File: config.mk
export PLATFORM = sky130hd
export DESIGN_NAME = spi_master_duplex
export DESIGN_NICKNAME = d
export VERILOG_FILES = /design/src/rtl/spi_pkg.sv /design/src/rtl/spi_sck_gen.sv /design/src/rtl/spi_master_duplex.sv
export SDC_FILE = /design/constraint.sdc
export NUM_CORES = 1
export LEC_CHECK = 0
export ABC_AREA = 1
export BUFFER_PORTS_ARGS = -buffer_cell sky130_fd_sc_hd__buf_2
export CORE_MARGIN = 8
export CORE_UTILIZATION = 57
export CTS_BUF_LIST = sky130_fd_sc_hd__clkbuf_16
export CTS_CLUSTER_DIAMETER = 150
export CTS_CLUSTER_SIZE = 25
export DETAILED_ROUTE_END_ITERATION = 16
export GPL_TIMING_DRIVEN = 0
export PLACE_DENSITY = 0.87
export SKIP_CTS_REPAIR_TIMING = 1
export SLEW_MARGIN = 20
export SYNTH_ARGS = -nofsm -noshare
export SYNTH_HDL_FRONTEND = slang
export SYNTH_SLANG_ARGS = --single-unit
export TNS_END_PERCENT = 30
File: constraint.sdc
create_clock -name clk -period 1.9 [get_ports clk]
set_input_delay 0.38 -clock clk [delete_from_list [all_inputs] [get_ports clk]]
set_output_delay 0.38 -clock clk [all_outputs]
set_load 0.02 [all_outputs]
File: src/rtl/spi_pkg.sv
// Shared types and helpers for the full-duplex SPI master.
// State encoding, {cpol,cpha} mode constants and select-width helper.
package spi_pkg;

  typedef enum logic [1:0] {
    ST_IDLE,
    ST_LEAD,
    ST_SHIFT,
    ST_TRAIL
  } spi_state_e;

  localparam logic [1:0] SPI_MODE0 = 2'b00;
  localparam logic [1:0] SPI_MODE1 = 2'b01;
  localparam logic [1:0] SPI_MODE2 = 2'b10;
  localparam logic [1:0] SPI_MODE3 = 2'b11;

  function automatic int spi_csw(input int n);
    return (n > 1) ? $clog2(n) : 1;
  endfunction

endpackage

File: src/rtl/spi_sck_gen.sv
// SCK timebase: divider counter, half-period tick and edge classification.
// hp_q counts half-periods since LEAD entry; edge n = hp_q+1.
module spi_sck_gen
  import spi_pkg::*;
#(
  parameter int DIV   = 25,
  parameter int WIDTH = 8
) (
  input  logic clk,
  input  logic rst_n,
  input  logic clr_i,
  output logic tick_o,
  output logic lead_o,
  output logic final_o,
  output logic done_o
);

  localparam int CW = spi_csw(DIV);
  localparam int HW = spi_csw(2 * WIDTH + 2);

  logic [CW-1:0] cnt_q;
  logic [HW-1:0] hp_q;

  assign tick_o  = (cnt_q == CW'(DIV - 1));
  assign lead_o  = ~hp_q[0];
  assign final_o = (hp_q == HW'(2 * WIDTH - 1));
  assign done_o  = (hp_q == HW'(2 * WIDTH));

  always_ff @(posedge clk or negedge rst_n) begin
    if (!rst_n) begin
      cnt_q <= '0;
      hp_q  <= '0;
    end else if (clr_i) begin
      cnt_q <= '0;
      hp_q  <= '0;
    end else if (tick_o) begin
      cnt_q <= '0;
      hp_q  <= hp_q + HW'(1);
    end else begin
      cnt_q <= cnt_q + CW'(1);
    end
  end

endmodule

File: src/rtl/spi_master_duplex.sv
// Full-duplex SPI master, all four CPOL/CPHA modes, registered SCK.
// Optional LSB-first bit order enabled by defining SPI_LSB_FIRST_EN.
module spi_master_duplex
  import spi_pkg::*;
#(
  parameter int WIDTH = 8,
  parameter int DIV   = 25,
  parameter int NCS   = 1
) (
  input  logic                    clk,
  input  logic                    rst_n,
  input  logic                    tx_valid,
  output logic                    tx_ready,
  input  logic [WIDTH-1:0]        tx_data,
  input  logic [spi_csw(NCS)-1:0] cs_sel,
  input  logic                    cpol,
  input  logic                    cpha,
  input  logic                    lsb_first,
  output logic                    rx_valid,
  output logic [WIDTH-1:0]        rx_data,
  output logic                    busy,
  output logic                    sck,
  output logic                    mosi,
  input  logic                    miso,
  output logic [NCS-1:0]          cs_n
);

  localparam int CSW = spi_csw(NCS);

  spi_state_e       st_q;
  logic             cpol_q;
  logic             cpha_q;
  logic [WIDTH-1:0] tx_sr_q;
  logic [WIDTH-1:0] rx_sr_q;
  logic [WIDTH-1:0] rx_data_q;
  logic             rx_valid_q;
  logic             sck_q;
  logic             mosi_q;
  logic [NCS-1:0]   cs_n_q;

  logic [WIDTH-1:0] tx_nx_d;
  logic [WIDTH-1:0] rx_nx_d;
  logic             mosi_nx_d;
  logic             first_d;
  logic [NCS-1:0]   cs_on;
  logic             lsb_q;
  logic             lsb_now;

  logic tick;
  logic lead;
  logic final_e;
  logic done;

`ifdef SPI_LSB_FIRST_EN
  assign lsb_now = lsb_first;

  always_ff @(posedge clk or negedge rst_n) begin
    if (!rst_n) begin
      lsb_q <= 1'b0;
    end else if (st_q == ST_IDLE && tx_valid) begin
      lsb_q <= lsb_first;
    end
  end
`else
  logic unused_lsb;
  assign unused_lsb = lsb_first;
  assign lsb_now    = 1'b0;
  assign lsb_q      = 1'b0;
`endif

  spi_sck_gen #(
    .DIV  (DIV),
    .WIDTH(WIDTH)
  ) u_sck_gen (
    .clk    (clk),
    .rst_n  (rst_n),
    .clr_i  (st_q == ST_IDLE),
    .tick_o (tick),
    .lead_o (lead),
    .final_o(final_e),
    .done_o (done)
  );

  always_comb begin
    cs_on = '0;
    for (int i = 0; i < NCS; i++) begin
      cs_on[i] = (cs_sel == CSW'(i));
    end
  end

  always_comb begin
    first_d = lsb_now ? tx_data[0] : tx_data[WIDTH-1];
    if (lsb_q) begin
      tx_nx_d   = tx_sr_q >> 1;
      mosi_nx_d = tx_sr_q[1];
      rx_nx_d   = {miso, rx_sr_q[WIDTH-1:1]};
    end else begin
      tx_nx_d   = tx_sr_q << 1;
      mosi_nx_d = tx_sr_q[WIDTH-2];
      rx_nx_d   = {rx_sr_q[WIDTH-2:0], miso};
    end
  end

  always_ff @(posedge clk or negedge rst_n) begin
    if (!rst_n) begin
      st_q       <= ST_IDLE;
      cpol_q     <= 1'b0;
      cpha_q     <= 1'b0;
      tx_sr_q    <= '0;
      rx_sr_q    <= '0;
      rx_data_q  <= '0;
      rx_valid_q <= 1'b0;
      sck_q      <= 1'b0;
      mosi_q     <= 1'b0;
      cs_n_q     <= '1;
    end else begin
      rx_valid_q <= 1'b0;
      unique case (st_q)
        ST_IDLE: begin
          sck_q  <= cpol;
          mosi_q <= 1'b0;
          if (tx_valid) begin
            st_q    <= ST_LEAD;
            cpol_q  <= cpol;
            cpha_q  <= cpha;
            tx_sr_q <= tx_data;
            rx_sr_q <= '0;
            mosi_q  <= first_d;
            cs_n_q  <= ~cs_on;
          end
        end
        ST_LEAD: begin
          if (tick) begin
            st_q  <= ST_SHIFT;
            sck_q <= ~sck_q;
            if (!cpha_q) rx_sr_q <= rx_nx_d;
          end
        end
        ST_SHIFT: begin
          if (tick) begin
            if (done) begin
              st_q <= ST_TRAIL;
            end else begin
              sck_q <= ~sck_q;
              // sample on the edge matching cpha, shift on the other
              if (lead ^ cpha_q) begin
                rx_sr_q <= rx_nx_d;
              end else if (cpha_q || !final_e) begin
                tx_sr_q <= tx_nx_d;
                mosi_q  <= mosi_nx_d;
              end
            end
          end
        end
        ST_TRAIL: begin
          if (tick) begin
            st_q       <= ST_IDLE;
            cs_n_q     <= '1;
            rx_data_q  <= rx_sr_q;
            rx_valid_q <= 1'b1;
            mosi_q     <= 1'b0;
            sck_q      <= cpol_q;
          end
        end
        default: st_q <= ST_IDLE;
      endcase
    end
  end

  assign tx_ready = (st_q == ST_IDLE);
  assign busy     = ~tx_ready;
  assign rx_valid = rx_valid_q;
  assign rx_data  = rx_data_q;
  assign sck      = sck_q;
  assign mosi     = mosi_q;
  assign cs_n     = cs_n_q;

endmodule
==> results.py <==
metrics = {
    "run_status": {
        "status": "completed",
    },
    "pwr": {
        "p_leak_nw": 1.47,
        "ir_worst_vdd_v": 0.00114,
        "power_density_nw_per_um2": 1520,
    },
    "clock_network": {
        "cts_root_buf": "clkbuf_16",
        "cts_htree_levels": 2,
        "numCtsBuffers": 5,
        "clock_sinks": 41,
        "clock_path_buffers": 2,
        "cts_tree": "yes",
        "clkTransAtPathRegs_ps": 60,
        "clk_latency_ps": 280,
    },
    "sta": {
        "worst_pin_slew_ps": 885,
        "drv_slew": 0,
        "finalCritPeriodShare_pct": 94.3,
        "skew_ps": 5.55,
        "relSlewSlack_pct": 41.0,
        "post-route-min-period_ps": 1790,
        "hold_viol_final": 0,
        "fin_setup_tns_ps": 0,
        "fmax_mhz": 558,
        "rsz0062_at_grt": "no",
        "setup_viol": 0,
    },
    "route": {
        "wirelength_um": 4570,
        "drt-initial-drc-count": 121,
        "vias_per_cell": 5.06,
        "drt_pass1_iterations": 4,
        "drc": 0,
        "drtAntennaViolNets": 0,
        "via_count": 1825,
        "routedWlPerCell_um": 12.6,
    },
    "setup_path": {
        "crit_chain": "ha_1 > nand2_1 > nor2_1 > ha_1 > nor3_1 > nor2_1 > nor2_4 > buf_12 > nand3_1 > nand2_1",
        "critPathBufInv": 1,
        "cp-start-kind": "flip-flop",
        "cp_max_fo": 7,
        "worstPathArrival_ps": 2010,
        "required_ps": 2120,
        "crit_family": "simple AND/OR/NAND/NOR gates",
        "crit_path_max_incr_delay_ps": 410,
        "crit_slowest_cell": "dfrtp_1",
        "worst_setup_path_end_kind": "flip-flop",
        "crit_type": "reg2reg",
    },
    "finish": {
        "fin_nets": 338,
        "area_growth_pct": 17.5,
        "num_antenna_cells": 0,
        "postLayoutCellArea_sq_um": 2540,
        "drive_gt1_share_pct": 18.5,
        "register_area_sq_um": 1030,
        "fillers": 276,
        "multi_input_area_sq_um": 998,
    },
    "logic_synthesis": {
        "synth_xor_area_share_pct": 0.812,
        "ys_async_sr_fraction_pct": 100,
        "syn-num-nets": 301,
        "syn_area_sq_um": 2160,
        "ys_warn_count": 0,
        "synth_fa_ha_area_share_pct": 5.80,
        "synth_top_family_by_area": "simple AND/OR/NAND/NOR gates",
        "synth_top_cell_by_area": "dfrtp_1",
        "ys_types": 28,
        "avgSynthCellArea_sq_um": 7.85,
        "ys_seq_elements": 41,
        "yosys-top-cells-area": "dfrtp_1 46%, nand2_1 20%, ha_1 5.8%, nand3_1 5.1%, inv_1 4.5%",
        "synth_edf_count": 0,
        "yosys.area_share.simple_pct": 32.8,
        "ys_seq_area_share_pct": 47.6,
        "muxShareOfSynthArea_pct": 0.522,
        "synth_compound_area_share_pct": 5.97,
        "synth_top_area_share_pct": 46.4,
        "syn_inst": 275,
        "ys.flop_type": "dfrtp_1",
    },
    "global_route": {
        "grt_pass1_wl_um": 7830,
        "grt_start_max_net_pins": 42,
        "grt_pass1_vias": 1783,
        "grt_use_total_pct": 15.7,
        "antenna_found_initial": 0,
        "overflow": 0,
    },
    "floorplan": {
        "die-area_sq_um": 6010,
        "rows": 22,
        "io_pins": 30,
        "die_h_um": 77.5,
        "core_region_area_sq_um": 3660,
        "die_w_um": 77.5,
        "floorplan.initialDensity_pct": 59.0,
    },
    "placement": {
        "place.gp.congestion": 0.850,
        "place_area_sq_um": 2360,
        "detailed_place_hpwl_um": 3020,
        "port_buffers": 28,
    },
    "flow_run": {
        "drv_cap": 0,
    },
    "worst_hold_path": {
        "hold_path_class": "in2async",
    },
}
==> sequential cells by signal (all words and copies together) (netlist names) <==
register	count
cpol_q	1
rx_data	8
st_q	2
u_sck_gen.cnt_q	5
mosi	1
u_sck_gen.hp_q	5
sck	1
cs_n	1
cpha_q	1
tx_sr_q	7
rx_valid	1
rx_sr_q	8
==> placed cells by master, fill, tap and decap left out, drive strengths merged <==
cell / Yosys / final
or2: 1 / 1
buf: 2 / 32
mux2: 1 / 1
dfstp: 1 / 1
clkinv: 1 / 3
a211oi: 1 / 1
nand2: 117 / 117
clkinvlp: 0 / 1
o21ai: 14 / 14
nand3b: 1 / 1
inv: 30 / 30
a21oi: 5 / 5
nand3: 23 / 23
clkbuf: 1 / 6
a21boi: 1 / 1
ha: 10 / 10
xnor2: 1 / 1
o21a: 1 / 1
xor2: 1 / 1
nor2: 20 / 20
dfrtp: 40 / 40
nor3: 3 / 3
==> metal layers <==
layer | part of all wire (%) | vias up | track usage (%)
met1 | 44 | 836 | 18.6
met4 | 2.0 | 0 | 6.79
met5 | 0 | - | 0
met3 | 5.2 | 9 | 3.92
li1 | - | 934 | -
met2 | 48 | 46 | 26.4
==> where the power goes <==
part	internal (W)	leakage, nW	total, W	switching (W)
clock network	0.000481	0.0696	0.000809	0.000328
logic	0.000614	0.859	0.00177	0.00116
registers	0.00111	0.543	0.00126	0.000160
==> synth_stat cells (2+ instances only) <==
cell type and instances:
a21oi_1 5, buf_2 2, dfrtp_1 40, ha_1 10, inv_1 26, inv_2 4, nand2_1 113, nand2_4 3
nand3_1 22, nor2_1 17, nor2_4 2, nor3_1 3, o21ai_0 13
==> stage by stage <==
| step | setup WS (ps) | power (W) | std cells | hold slack [ps] | utilization [%] |
|---|---|---|---|---|---|
| after floorplan | 203 | 0.00251 | 275 | 84.4 | - |
| after global placement | 142 | 0.00286 | 351 | 453 | 64.4 |
| after detailed placement | 108 | 0.00290 | 351 | 459 | 64.4 |
| after CTS | 19.4 | 0.00374 | 359 | 254 | 68.3 |
| after global routing | 20.0 | 0.00415 | 361 | 305 | 69.3 |
| final | 109 | 0.00385 | 361 | 220 | 69.3 |
==> kinds of logic (layout without fill, tap and decap cells) <==
group | count (synthesis) | in the layout
AO/OA/AOI/OAI | 22 | 22
XOR/XNOR | 2 | 2
adder cells (fa/ha/maj) | 10 | 10
buffers and inverters | 34 | 72
flip-flops | 41 | 41
multiplexers | 1 | 1
AND/OR/NAND/NOR | 165 | 165
==> worst paths after layout <==
kind	start	to	slack, ps	depth (start not counted)
max	u_sck_gen.hp_q[0]$_DFFE_PN0P_	tx_sr_q[2]$_DFFE_PN0P_	110	10
min	rst_n	cpol_q$_DFFE_PN0P_	220	1
max reg2reg	u_sck_gen.hp_q[0]$_DFFE_PN0P_	tx_sr_q[2]$_DFFE_PN0P_	110	10
min reg2reg	tx_sr_q[3]$_DFFE_PN0P_	tx_sr_q[3]$_DFFE_PN0P_	470	2
max in group asynchronous	rst_n	u_sck_gen.hp_q[2]$_DFFE_PN0P_	1130	1
min in group clk	cs_sel	cs_n$_DFFE_PN1P_	350	3
==> cell type report <==
class	count	area share (%)
inverters	31	4.59
plain buffers	3	0.937
flip-flops and latches	41	40.5
well taps	48	2.37
repair buffers	30	6.61
multi-input cells	200	39.4
clock buffers	5	4.93
clock inverters	3	0.691
No activity file was read; power rests on OpenSTA's default activity.
